`src/rtl/pulse_stretcher.sv`:
```
// Pulse stretcher: converts single-cycle event pulses into fixed-length high
// windows, each followed by a fixed low gap. Events that arrive during a
// window or gap are held in a saturating pending counter and replayed one
// after another.
//
// state | meaning
// ------+---------------------------------------------------------------
// IDLE  | nothing in progress, out low, waiting for an event
// HIGH  | window in progress, out high for HIGH_COUNT+1 cycles
// GAP   | mandatory low gap of GAP_COUNT+1 cycles after every window
module pulse_stretcher #(
  parameter int COUNT_WIDTH = 20,
  parameter int HIGH_COUNT  = 480000 - 1,
  parameter int GAP_COUNT   = 480000 - 1,
  parameter int PEND_WIDTH  = 4
) (
  input  logic                  clk,
  input  logic                  rst,
  input  logic                  in,
  output logic                  out,
  output logic                  busy,
  output logic [PEND_WIDTH-1:0] pending,
  output logic                  overflow
);

  typedef enum logic [1:0] {
    IDLE = 2'd0,
    HIGH = 2'd1,
    GAP  = 2'd2
  } state_t;

  localparam logic [COUNT_WIDTH:0]  HIGH_LAST = (COUNT_WIDTH + 1)'(HIGH_COUNT);
  localparam logic [COUNT_WIDTH:0]  GAP_LAST  = (COUNT_WIDTH + 1)'(GAP_COUNT);
  localparam logic [PEND_WIDTH-1:0] PEND_MAX  = '1;

  state_t                  state;
  state_t                  state_nxt;
  logic [COUNT_WIDTH:0]    count;
  logic [COUNT_WIDTH:0]    count_nxt;
  logic [PEND_WIDTH-1:0]   pending_nxt;
  logic                    overflow_nxt;
  logic                    queue_evt;

  // Next-state, counter and pending-queue decisions for the coming cycle.
  always_comb begin
    state_nxt    = state;
    count_nxt    = count + 1'b1;
    pending_nxt  = pending;
    overflow_nxt = 1'b0;
    queue_evt    = 1'b0;

    case (state)
      IDLE: begin
        count_nxt = '0;
        if (in) begin
          state_nxt = HIGH;
        end
      end

      HIGH: begin
        queue_evt = in;
        if (count == HIGH_LAST) begin
          state_nxt = GAP;
          count_nxt = '0;
        end
      end

      GAP: begin
        if (count == GAP_LAST) begin
          count_nxt = '0;
          if (pending != '0) begin
            // A new event at the exit cycle replaces the one being consumed,
            // so the queue depth is unchanged and nothing can overflow.
            state_nxt = HIGH;
            if (!in) begin
              pending_nxt = pending - 1'b1;
            end
          end else if (in) begin
            state_nxt = HIGH;
          end else begin
            state_nxt = IDLE;
          end
        end else begin
          queue_evt = in;
        end
      end

      default: begin
        state_nxt = IDLE;
        count_nxt = '0;
      end
    endcase

    if (queue_evt) begin
      if (pending != PEND_MAX) begin
        pending_nxt = pending + 1'b1;
      end else begin
        overflow_nxt = 1'b1;
      end
    end
  end

  // State, counter and registered outputs; synchronous active-low reset wins.
  always_ff @(posedge clk) begin
    if (!rst) begin
      state    <= IDLE;
      count    <= '0;
      out      <= 1'b0;
      busy     <= 1'b0;
      pending  <= '0;
      overflow <= 1'b0;
    end else begin
      state    <= state_nxt;
      count    <= count_nxt;
      out      <= (state_nxt == HIGH);
      busy     <= (state_nxt != IDLE);
      pending  <= pending_nxt;
      overflow <= overflow_nxt;
    end
  end

endmodule
```
`config.mk`:
```
export PLATFORM = sky130hd
export DESIGN_NAME = pulse_stretcher
export DESIGN_NICKNAME = d
export VERILOG_FILES = /design/src/rtl/pulse_stretcher.sv
export SDC_FILE = /design/constraint.sdc
export NUM_CORES = 1
export LEC_CHECK = 0
export CAP_MARGIN = 20
export CELL_PAD_IN_SITES_DETAIL_PLACEMENT = 0
export CELL_PAD_IN_SITES_GLOBAL_PLACEMENT = 2
export CORE_MARGIN = 3
export CORE_UTILIZATION = 35
export DETAILED_ROUTE_END_ITERATION = 10
export PLACE_DENSITY = 0.78
export SYNTH_ARGS = -nofsm -noshare
export SYNTH_HDL_FRONTEND = slang
export SYNTH_SLANG_ARGS = --single-unit
export TNS_END_PERCENT = 50
```
`constraint.sdc`:
```
create_clock -name clk -period 1.9 [get_ports clk]
set_input_delay 0.38 -clock clk [delete_from_list [all_inputs] [get_ports clk]]
set_output_delay 0.38 -clock clk [all_outputs]
set_load 0.02 [all_outputs]
```
# Word level (Yosys, flattened, before mapping)
# Index checks and enable logic that the tools add are counted.
# classes
reduce_logical	6
addsub	3
muxes	15
n_eq_ne	5
bitwise	2
# ops
op	n
$mux 4	6
$add 21x1->21 const B	1
$eq 21x19->1 const B	1
$mux 2	3
$pmux 2 s3	1
$add 4x1->4 const B	1
$eq 2x1->1 const B	2
$mux 1	4
$ne 4x4->1 const B	1
$reduce_bool 4->1	1
$sub 4x1->4 const B	1
$reduce_or 3->1	1
$eq 2x2->1 const B	1
$logic_not 2->1	1
$not 1->1	2
$pmux 1 s2	1
$reduce_and 2->1	1
$reduce_bool 2->1	1
$reduce_or 2->1	1
# word_totals
elab_cells	37
ff_bits	30

# Longest topological paths before layout
# depth
depth_word	7
ltp_mapped	8

# Worst setup path after synthesis
# No wires, ideal clock.
# synth_path
kind	reg2reg
from	register pending[0]
to	register pending[1]
stages_incl_launch_ff	7
t_required_ns	1.785
slack_ns	0.112
t_arrival_ns	1.673
period_less_slack_ns	1.788
setup_time_ns	0.115
path_cell_list	dfxtp_1 -> ha_1 -> and3_1 -> a211oi_1 -> o31ai_1 -> a211o_1 -> and3_1
# synth_via
elab_chain_cells	7
word_cells_on_any_way	10
# synth_rtl
element	line_no	text
start: declaration	22	output logic [PEND_WIDTH-1:0] pending,
start signal: assignment	117	pending <= pending_nxt;
$sub 4x1->4	76	pending_nxt = pending - 1'b1;
$mux 4	75	if (!in) begin
$mux 4	71	if (pending != '0) begin
$mux 4	69	if (count == GAP_LAST) begin
$mux 4	52	case (state)
$mux 4	95	if (pending != PEND_MAX) begin
$mux 4 (*)	94	if (queue_evt) begin
# Every way passes the cells marked *; elsewhere a longest branch is shown, timed or not.
# A chain may end at the register's enable or synchronous reset.

# Worst setup path in the final report
# layout_path
from	register pending[3]
to	output port pending[3]
# No word-level cell between the ends.

==> flow_summary.json <==
{
  "overflow": 0,
  "timing.final.crit_share_pct": 96.77,
  "endpoint_kind": "output port",
  "drt-initial-drc-count": 52,
  "post_drt_wl_per_cell_microns": 13.68,
  "min_period_ns": 1.839,
  "fillers": 431,
  "grt_max_degree": 22,
  "antenna_found_initial": 0,
  "num_antenna_cells": 0,
  "worst_pin_slew_ns": 0.3971,
  "synth_area_sq_mm": 0.001628,
  "rsz0062_at_grt": "true",
  "yosysUniqueCellTypes": 45,
  "cts_tree": "yes",
  "drv_slew": 0,
  "drive_gt1_share_pct": 20.87,
  "drc": 0,
  "powerDensity_mw_per_mm2": 704.7,
  "io_buffers": 9,
  "ys_async_sr_fraction_pct": 0,
  "ir_worst_vdd_uv": 399.2,
  "synthCells": 194,
  "h-tree-depth": 2,
  "dr.pass1.iters": 4,
  "r2r_setup_slack_ns": 0.09,
  "worst_slack_ns": 0.06136,
  "cpMaxStageDelayCell": "clkdlybuf4s50_1",
  "grt_usage_pct": 15.84,
  "ios": 10,
  "synth_nets": 204,
  "cts.reportedPaths.clkPinSlew_ns": 0.07,
  "critical_path_class": "register to output port",
  "gp_congestion": 0.8582,
  "core_area_sq_mm": 0.004414,
  "grt_pass1_wl_mm": 6.693,
  "cts_sinks": 30,
  "cap_violations": 0,
  "synth_edf_count": 0,
  "finalSetupViolations": 0,
  "synth-xor-area-share_pct": 10.22,
  "start_kind": "register",
  "ys.flop_type": "dfxtp_1",
  "grt_pass1_vias": 1509,
  "routed_wl_mm": 3.858,
  "synth-simple-area-share_pct": 29.82,
  "syn_to_final_growth_pct": 29.05,
  "die_w_microns": 74.20,
  "path_cells": "clkdlybuf4s50_1",
  "synth_top_family_by_area": "simple AND/OR/NAND/NOR gates",
  "finalNetCount": 239,
  "place_hpwl_mm": 2.792,
  "critical-path-max-stage-delay_ns": 0.67,
  "synthAdderAreaFrac_pct": 5.380,
  "root_buffer": "clkbuf_8",
  "synthMuxAreaShare_pct": 1.537,
  "cp_top_family": "buffers and inverters",
  "clk_path_buf_depth": 2,
  "crit_buf_inv": 1,
  "dp_slack_ns": -0.1461,
  "ys_ff_latch": 30,
  "p_leak_nw": 0.7650,
  "dieArea_sq_mm": 0.005505,
  "die_h_microns": 74.20,
  "status": "completed",
  "postSynthAreaPerCell_sq_um": 8.391,
  "setup-tns-final_ns": 0,
  "worstPathMaxFanout": 10,
  "via_count": 1533,
  "via_per_inst": 5.436,
  "postCtsHoldBufs": 0,
  "numCtsBuffers": 5,
  "rows": 24,
  "yosys_warnings": 0,
  "max_slew_margin_pct": 73.16,
  "fin_skew_ns": 0.006620,
  "finalHoldViolCount": 0,
  "fmax_mhz": 543.9,
  "synth_compound_area_share_pct": 11.30,
  "start_util_pct": 36.88,
  "cp.arrival_ns": 1.46,
  "worst_hold_path_type": "register to register",
  "ys_seq_area_share_pct": 36.89,
  "crit_required_ns": 1.52,
  "ant_nets": 0,
  "clk_latency_ns": 0.28
}
per-stage QoR:
| stage | cells | hold slack [ns] | total power, mW | instance area, sq um | utilization, % |
|---|---|---|---|---|---|
| after floorplan | 194 | 0.4129 | 0.7701 | 1628 | - |
| after global placement | 273 | 0.4224 | 0.8487 | 1957 | 44.33 |
| after detailed placement | 273 | 0.4404 | 0.8516 | 1957 | 44.33 |
| after CTS | 281 | 0.4500 | 1.492 | 2071 | 46.91 |
| after global routing | 282 | 0.4722 | 1.548 | 2101 | 47.59 |
| final | 282 | 0.4438 | 1.480 | 2101 | 47.59 |
path summary, 6_finish.rpt:
| path | end | depth (start not counted) | startpoint |
|---|---|---|---|
| min reg2reg | count[0] | 1 | count[0] |
| max reg2reg | pending[0] | 7 | count[0] |
| max | pending[3] | 1 | pending[3] |
| min | count[0] | 1 | count[0] |
metal layers:
layer / up-vias / part of all wire [%] / global-route usage, %
li1: 751 / - / -
met1: 734 / 45 / 19.05
met2: 41 / 49 / 26.77
met3: 7 / 4.3 / 4.054
met4: 0 / 1.6 / 6.640
met5: - / 0 / 0
layout make-up:
| type | instances | area [sq um] | share of cell area [%] |
|---|---|---|---|
| Multi-Input combinational cell | 145 | 974.7 | 46.40 |
| Sequential cell | 30 | 601.8 | 28.65 |
| Timing Repair Buffer | 37 | 312.8 | 14.89 |
| Clock buffer | 5 | 68.82 | 3.276 |
| Tap cell | 52 | 65.06 | 3.097 |
| Clock inverter | 3 | 40.04 | 1.906 |
| Inverter | 10 | 37.54 | 1.787 |
layout by cell type, fill, tap and decap left out, types with 7 or more instances in the layout:
| master | count |
|---|---|
| inv_1 | 10 |
| dfxtp_1 | 29 |
| nor2_1 | 27 |
| xnor2_1 | 13 |
| nor3_1 | 9 |
| ha_1 | 7 |
| nand2_1 | 8 |
| clkdlybuf4s50_1 | 9 |
| nand3_1 | 13 |
| and3_1 | 7 |
| buf_4 | 27 |
synthesized netlist by cell type, types with 2 or more instances:
cell type  count  share of area [%]
a211o_1        2                1.1
a21oi_1        2               0.61
and2_1         3                1.2
and3_1         7                2.7
and4_1         2                1.1
buf_2          6                1.8
clkbuf_1       3               0.69
dfxtp_1       30                 37
ha_1           7                5.4
inv_1         10                2.3
nand2_1        8                1.8
nand3_1       13                4.0
nand4_1        4                1.5
nor2_1        27                6.2
nor2b_1        4                1.5
nor3_1        10                3.1
nor4_1         3                1.2
o211ai_1       2               0.92
o21ai_0        6                1.8
o31ai_1        3                1.4
xnor2_1       13                7.0
xor2_1         6                3.2
state kept, by name, summed over array words and instances (netlist names):
register,cells
out,1
pending,4
overflow,1
count,21
state,2
busy,1
logic make-up after synthesis:
logic type                 Yosys count
AOI/OAI and AO/OA                   25
xor gates and xnor gates            19
adders and majority gates            7
buffers and inverters               19
DFF                                 30
muxes                                2
and+or+nand+nor                     92
report_power, final:
group | total, mW | internal [mW] | switching [mW]
clock | 0.638 | 0.385 | 0.252
sequential | 0.656 | 0.644 | 0.0124
combinational | 0.187 | 0.0921 | 0.0946
repair_timing:
action | CTS | global route
resized for setup | 1 | 7
setup endpoints to repair | 1 | 29
setup buffers | 0 | 1
pin swaps | 0 | 2
(Power assumes the default switching activity.)
==> variant 1, RTL diff (config.mk and constraints unchanged) <==
Set the parameter `COUNT_WIDTH` to 22 (it was 20).
--- a/src/rtl/pulse_stretcher.sv
+++ b/src/rtl/pulse_stretcher.sv
@@ -9,7 +9,7 @@
 // HIGH  | window in progress, out high for HIGH_COUNT+1 cycles
 // GAP   | mandatory low gap of GAP_COUNT+1 cycles after every window
 module pulse_stretcher #(
-  parameter int COUNT_WIDTH = 20,
+  parameter int COUNT_WIDTH = 22,
   parameter int HIGH_COUNT  = 480000 - 1,
   parameter int GAP_COUNT   = 480000 - 1,
   parameter int PEND_WIDTH  = 4
Check against the original RTL: same outputs for any inputs over 10 cycles, from zero or initial values and one cycle with rst low; that may be too few to reach the edited logic, so the function may still have changed.
==> variant 1 against the original RTL <==
  * Routed wire length decreased by 9.5%
  * Area after synthesis increased by 4.8%
  * Setup slack improved by 0.033 ns
  * Sequential cell count rose by 2
  * Cell area down 2.3%
  * Total power grew 1.8%
  * Via count fell by 8.2%
  * Maximum frequency grew 1.8%
  * Critical endpoint is now pending[2]
  * Highest routed layer unchanged
==> variant 1: results (changes against the original RTL) <==
Logic synthesis
  – Sequential-to-total area share from yosys stat: 37.54% (+0.64 points)
  – Post-synth top cells: dfxtp_1 (32), nor2_1 (24), xnor2_1 (16)
  – Compound-Gate Fraction of Synth Area: 9.677% (-1.6 points)
  – Syn_nets: 206 (+0.98%)
  – Synth area leaders: dfxtp_1 (38%), xnor2_1 (8.2%), nor2_1 (5.3%)
  – Post-Synth XOR/XNOR Area: 11.29% (+1.1 points)

Final layout
  – Clock Network Area Fraction: 5.241% (+0.059 points)
  – Count of multi-input gates: 146 (+0.69%)
  – Buffer share of cell area: 9.385% (-5.5 points)
  – Biggest regs: count (23), pending (4), state (2)
  – Reg area: 640.6 um2 (+6.4%)
  – Non-clock buffer count: 21 (-43%)
  – Nets: 225 (-5.9%)
  – Multi-input combinational area share: 48.57% (+2.2 points)

Power and ir drop
  – VDD IR max: 0.3683 mV (-7.8%)
  – Sw Share: 23.50% (-0.77 points)

Routing
  – Initial DRC count: 131 (+150%)
  – Routed len/inst: 12.43 um (-9.1%)
  – Routed WL: 3493 um (-9.5%)
  – Vias per Instance: 5.011 (-7.8%)

STA
  – Worst rel slew slack: 72.58% (-0.58 points)
  – Setup Skew: 0.002054 ns (-0.004566 ns)

Critical path
  – Crit path to: pending[2]
  – Crit. Startpoint: count[9]
  – CP delay by family, top: compound AO/OA/AOI/OAI gates

Placement
  – Dpl hpwl: 2578 um (-7.7%)
  – Final RePlAce weighted congestion: 0.8343 (-2.8%)

Global route
  – Global Route Usage Sum: 14.19% (-1.7 points)
  – Vias in the first global route: 1386 (-8.2%)
  – Grt met1 use: 18.38% (-0.67 points)
  – M2 GR Usage: 21.86% (-4.9 points)

Outcome
  – Outcome: completed
==> variant 1: worst reg2reg max path, stage by stage, from the launching register on <==
cell and delay [ns]:
dfxtp_1 0.37, nor4bb_2 0.30, nand4_1 0.13, buf_4 0.19, o31ai_1 0.36, buf_4 0.19
nor2_1 0.04, o22ai_1 0.15
==> variant 1: worst min-delay path by stage <==
stage | startpoint | to | slack, ns | depth (start not counted)
2_1_floorplan | count[0] | count[0] | 0.41 | 1
3_3_place_gp | count[0] | count[0] | 0.42 | 1
6_report | count[0] | count[0] | 0.45 | 1
3_5_place_dp | count[0] | count[0] | 0.44 | 1
5_1_grt | count[0] | count[0] | 0.47 | 1
4_1_cts | count[0] | count[0] | 0.45 | 1
==> variant 1: timing repair <==
item                       in CTS  in global routing
gates resized for setup         0                  4
setup endpoints to repair       0                  4
hold buffers                    0                  0
==> variant 1: routing by layer <==
metal / vias up / share of wire [%]
li1: 721 / -
met1: 665 / 49
met2: 18 / 46
met3: 4 / 2.9
met4: 0 / 1.5
met5: - / 0
==> variant 1: power groups by stage <==
stage | sequential [W] | clock, W | combinational, W
6_report | 0.000701 | 0.000636 | 0.000170
2_1_floorplan | 0.000728 | 0 | 0.0000948
5_1_grt | 0.000703 | 0.000684 | 0.000189
3_3_place_gp | 0.000715 | 0 | 0.000167
4_1_cts | 0.000701 | 0.000659 | 0.000170
3_5_place_dp | 0.000716 | 0 | 0.000169
==> variant 1: cells by family (layout without fill, tap and decap cells) <==
family	count (synthesis)	count (layout)
buf+inv	18	38
xor+xnor	22	22
flops	32	32
fa+ha+maj	7	7
simple gates	91	91
mux	2	2
compound gates	24	24
==> variant 2, RTL diff (same settings) <==
Without the edit above. Take the reset off `pending` and load it in a clocked block of its own.
--- a/src/rtl/pulse_stretcher.sv
+++ b/src/rtl/pulse_stretcher.sv
@@ -107,16 +107,18 @@
       count    <= '0;
       out      <= 1'b0;
       busy     <= 1'b0;
-      pending  <= '0;
       overflow <= 1'b0;
     end else begin
       state    <= state_nxt;
       count    <= count_nxt;
       out      <= (state_nxt == HIGH);
       busy     <= (state_nxt != IDLE);
-      pending  <= pending_nxt;
       overflow <= overflow_nxt;
     end
   end
 
+  always_ff @(posedge clk) begin
+    pending <= pending_nxt;
+  end
+
 endmodule
Formal check against the unedited RTL: differs if rst is asserted again (counterexample within 4 cycles, from zero or initial values and one cycle with rst low); with rst held inactive, the same outputs for 10 cycles.
==> variant 2 against the original RTL <==
  * The run now ends with negative setup slack left
  * Routed wire length shrank 18%
  * Critical path type is now flop to flop
  * Clock skew shrank 0.0037 ns
  * Hold slack improved by 0.078 ns
  * Count of clock-buffer cells in the layout grew 1
  * Global-route usage is 2.5 points lower
  * Largest power group unchanged
  * Largest cell class unchanged
  * Sequential cell count stayed put
  * Sequential share of layout area grew 2.3 points
  * Total power rose by 7.0%
  * Highest routed layer unchanged
  * Setup slack worse by 0.12 ns
  * Area after synthesis down 7.8%
  * Cell area shrank 7.7%
  * Maximum frequency fell by 6.0%
==> variant 2: results (changes against the original RTL) <==
Outcome
  – Outcome: complete, but fails checks
  – Failing checks: negative setup slack

Critical path
  – Crit-path max cell delay: 0.50 ns (-0.17 ns)
  – Crit path to: out
  – Crit path max fanout: 4 (-6)
  – Crit. Startpoint: count[19]
  – FF-to-FF Start: count[19]

Logic synthesis
  – Mux contribution to synthesized area: 0.7500% (-0.79 points)
  – Sequential-to-total area share from yosys stat: 40.00% (+3.1 points)
  – Synth area leaders: dfxtp_1 (40%), xor2_1 (8.8%), nor2_1 (7.0%)
  – Distinct cells, synth: 39 (-13%)
  – Mapped Cells: 172 (-11%)

Routing
  – WL met2: 1515 um (-20%)
  – Via Count: 1275 (-17%)

Hold path
  – Hold Path Sink: count[5]
  – Hold path startpoint: count[5]

STA
  – Min setup slack post-route: -0.05516 ns (-0.1165 ns)
  – Worst rel slew slack: 75.00% (+1.8 points)
  – Fin Hold WS: 0.5214 ns (+0.07764 ns)
  – Final setup vio count: 5 (+5)

Placement
  – Dpl ws: -0.02425 ns (+0.1219 ns)
  – Dpl hpwl: 2324 um (-17%)
  – Placed Cells: 251 (-8.1%)

Power and ir drop
  – Lkg Pwr: 0.7921 nW (+3.5%)
  – P_sw: 0.0004605 W (+28%)
  – Power in combinational cells: 0.000336 W (+80%)
  – Clock Power Share: 31.0% (-12 points)

Global route
  – Global Route Usage Sum: 13.36% (-2.5 points)
[variant 2: changes by cell type in the layout (fill, tap and decap cells not counted), sizes merged, moves of 3 or more]
cell / delta
buf: -4
nor3: -6
nand3: -3
xor2: +9
xnor2: -8
[variant 2: what timing repair did]
item                                    4_1_cts  5_1_grt
pin swaps                                     0        4
gates resized for setup                       3        3
cloned                                        0        0
hold buffers                                  0        0
endpoints found under the hold margin         0        0
endpoints found under the setup margin        4       29
setup buffers                                 0        2
[variant 2: layout make-up]
type	count	area (um2)	area share (%)
multi-input cells	129	860.8	44.42
flip-flops and latches	30	600.6	30.99
repair buffers	33	290.3	14.98
clock buffers	6	82.58	4.261
well taps	50	62.56	3.228
inverters	11	41.29	2.130
[variant 2: cells by family (layout without fill, tap and decap cells)]
| family | after synthesis | count (layout) |
|---|---|---|
| simple gates | 82 | 82 |
| xor+xnor | 20 | 20 |
| fa+ha+maj | 7 | 7 |
| mux | 1 | 1 |
| buf+inv | 13 | 50 |
| compound gates | 19 | 19 |
| flops | 30 | 30 |
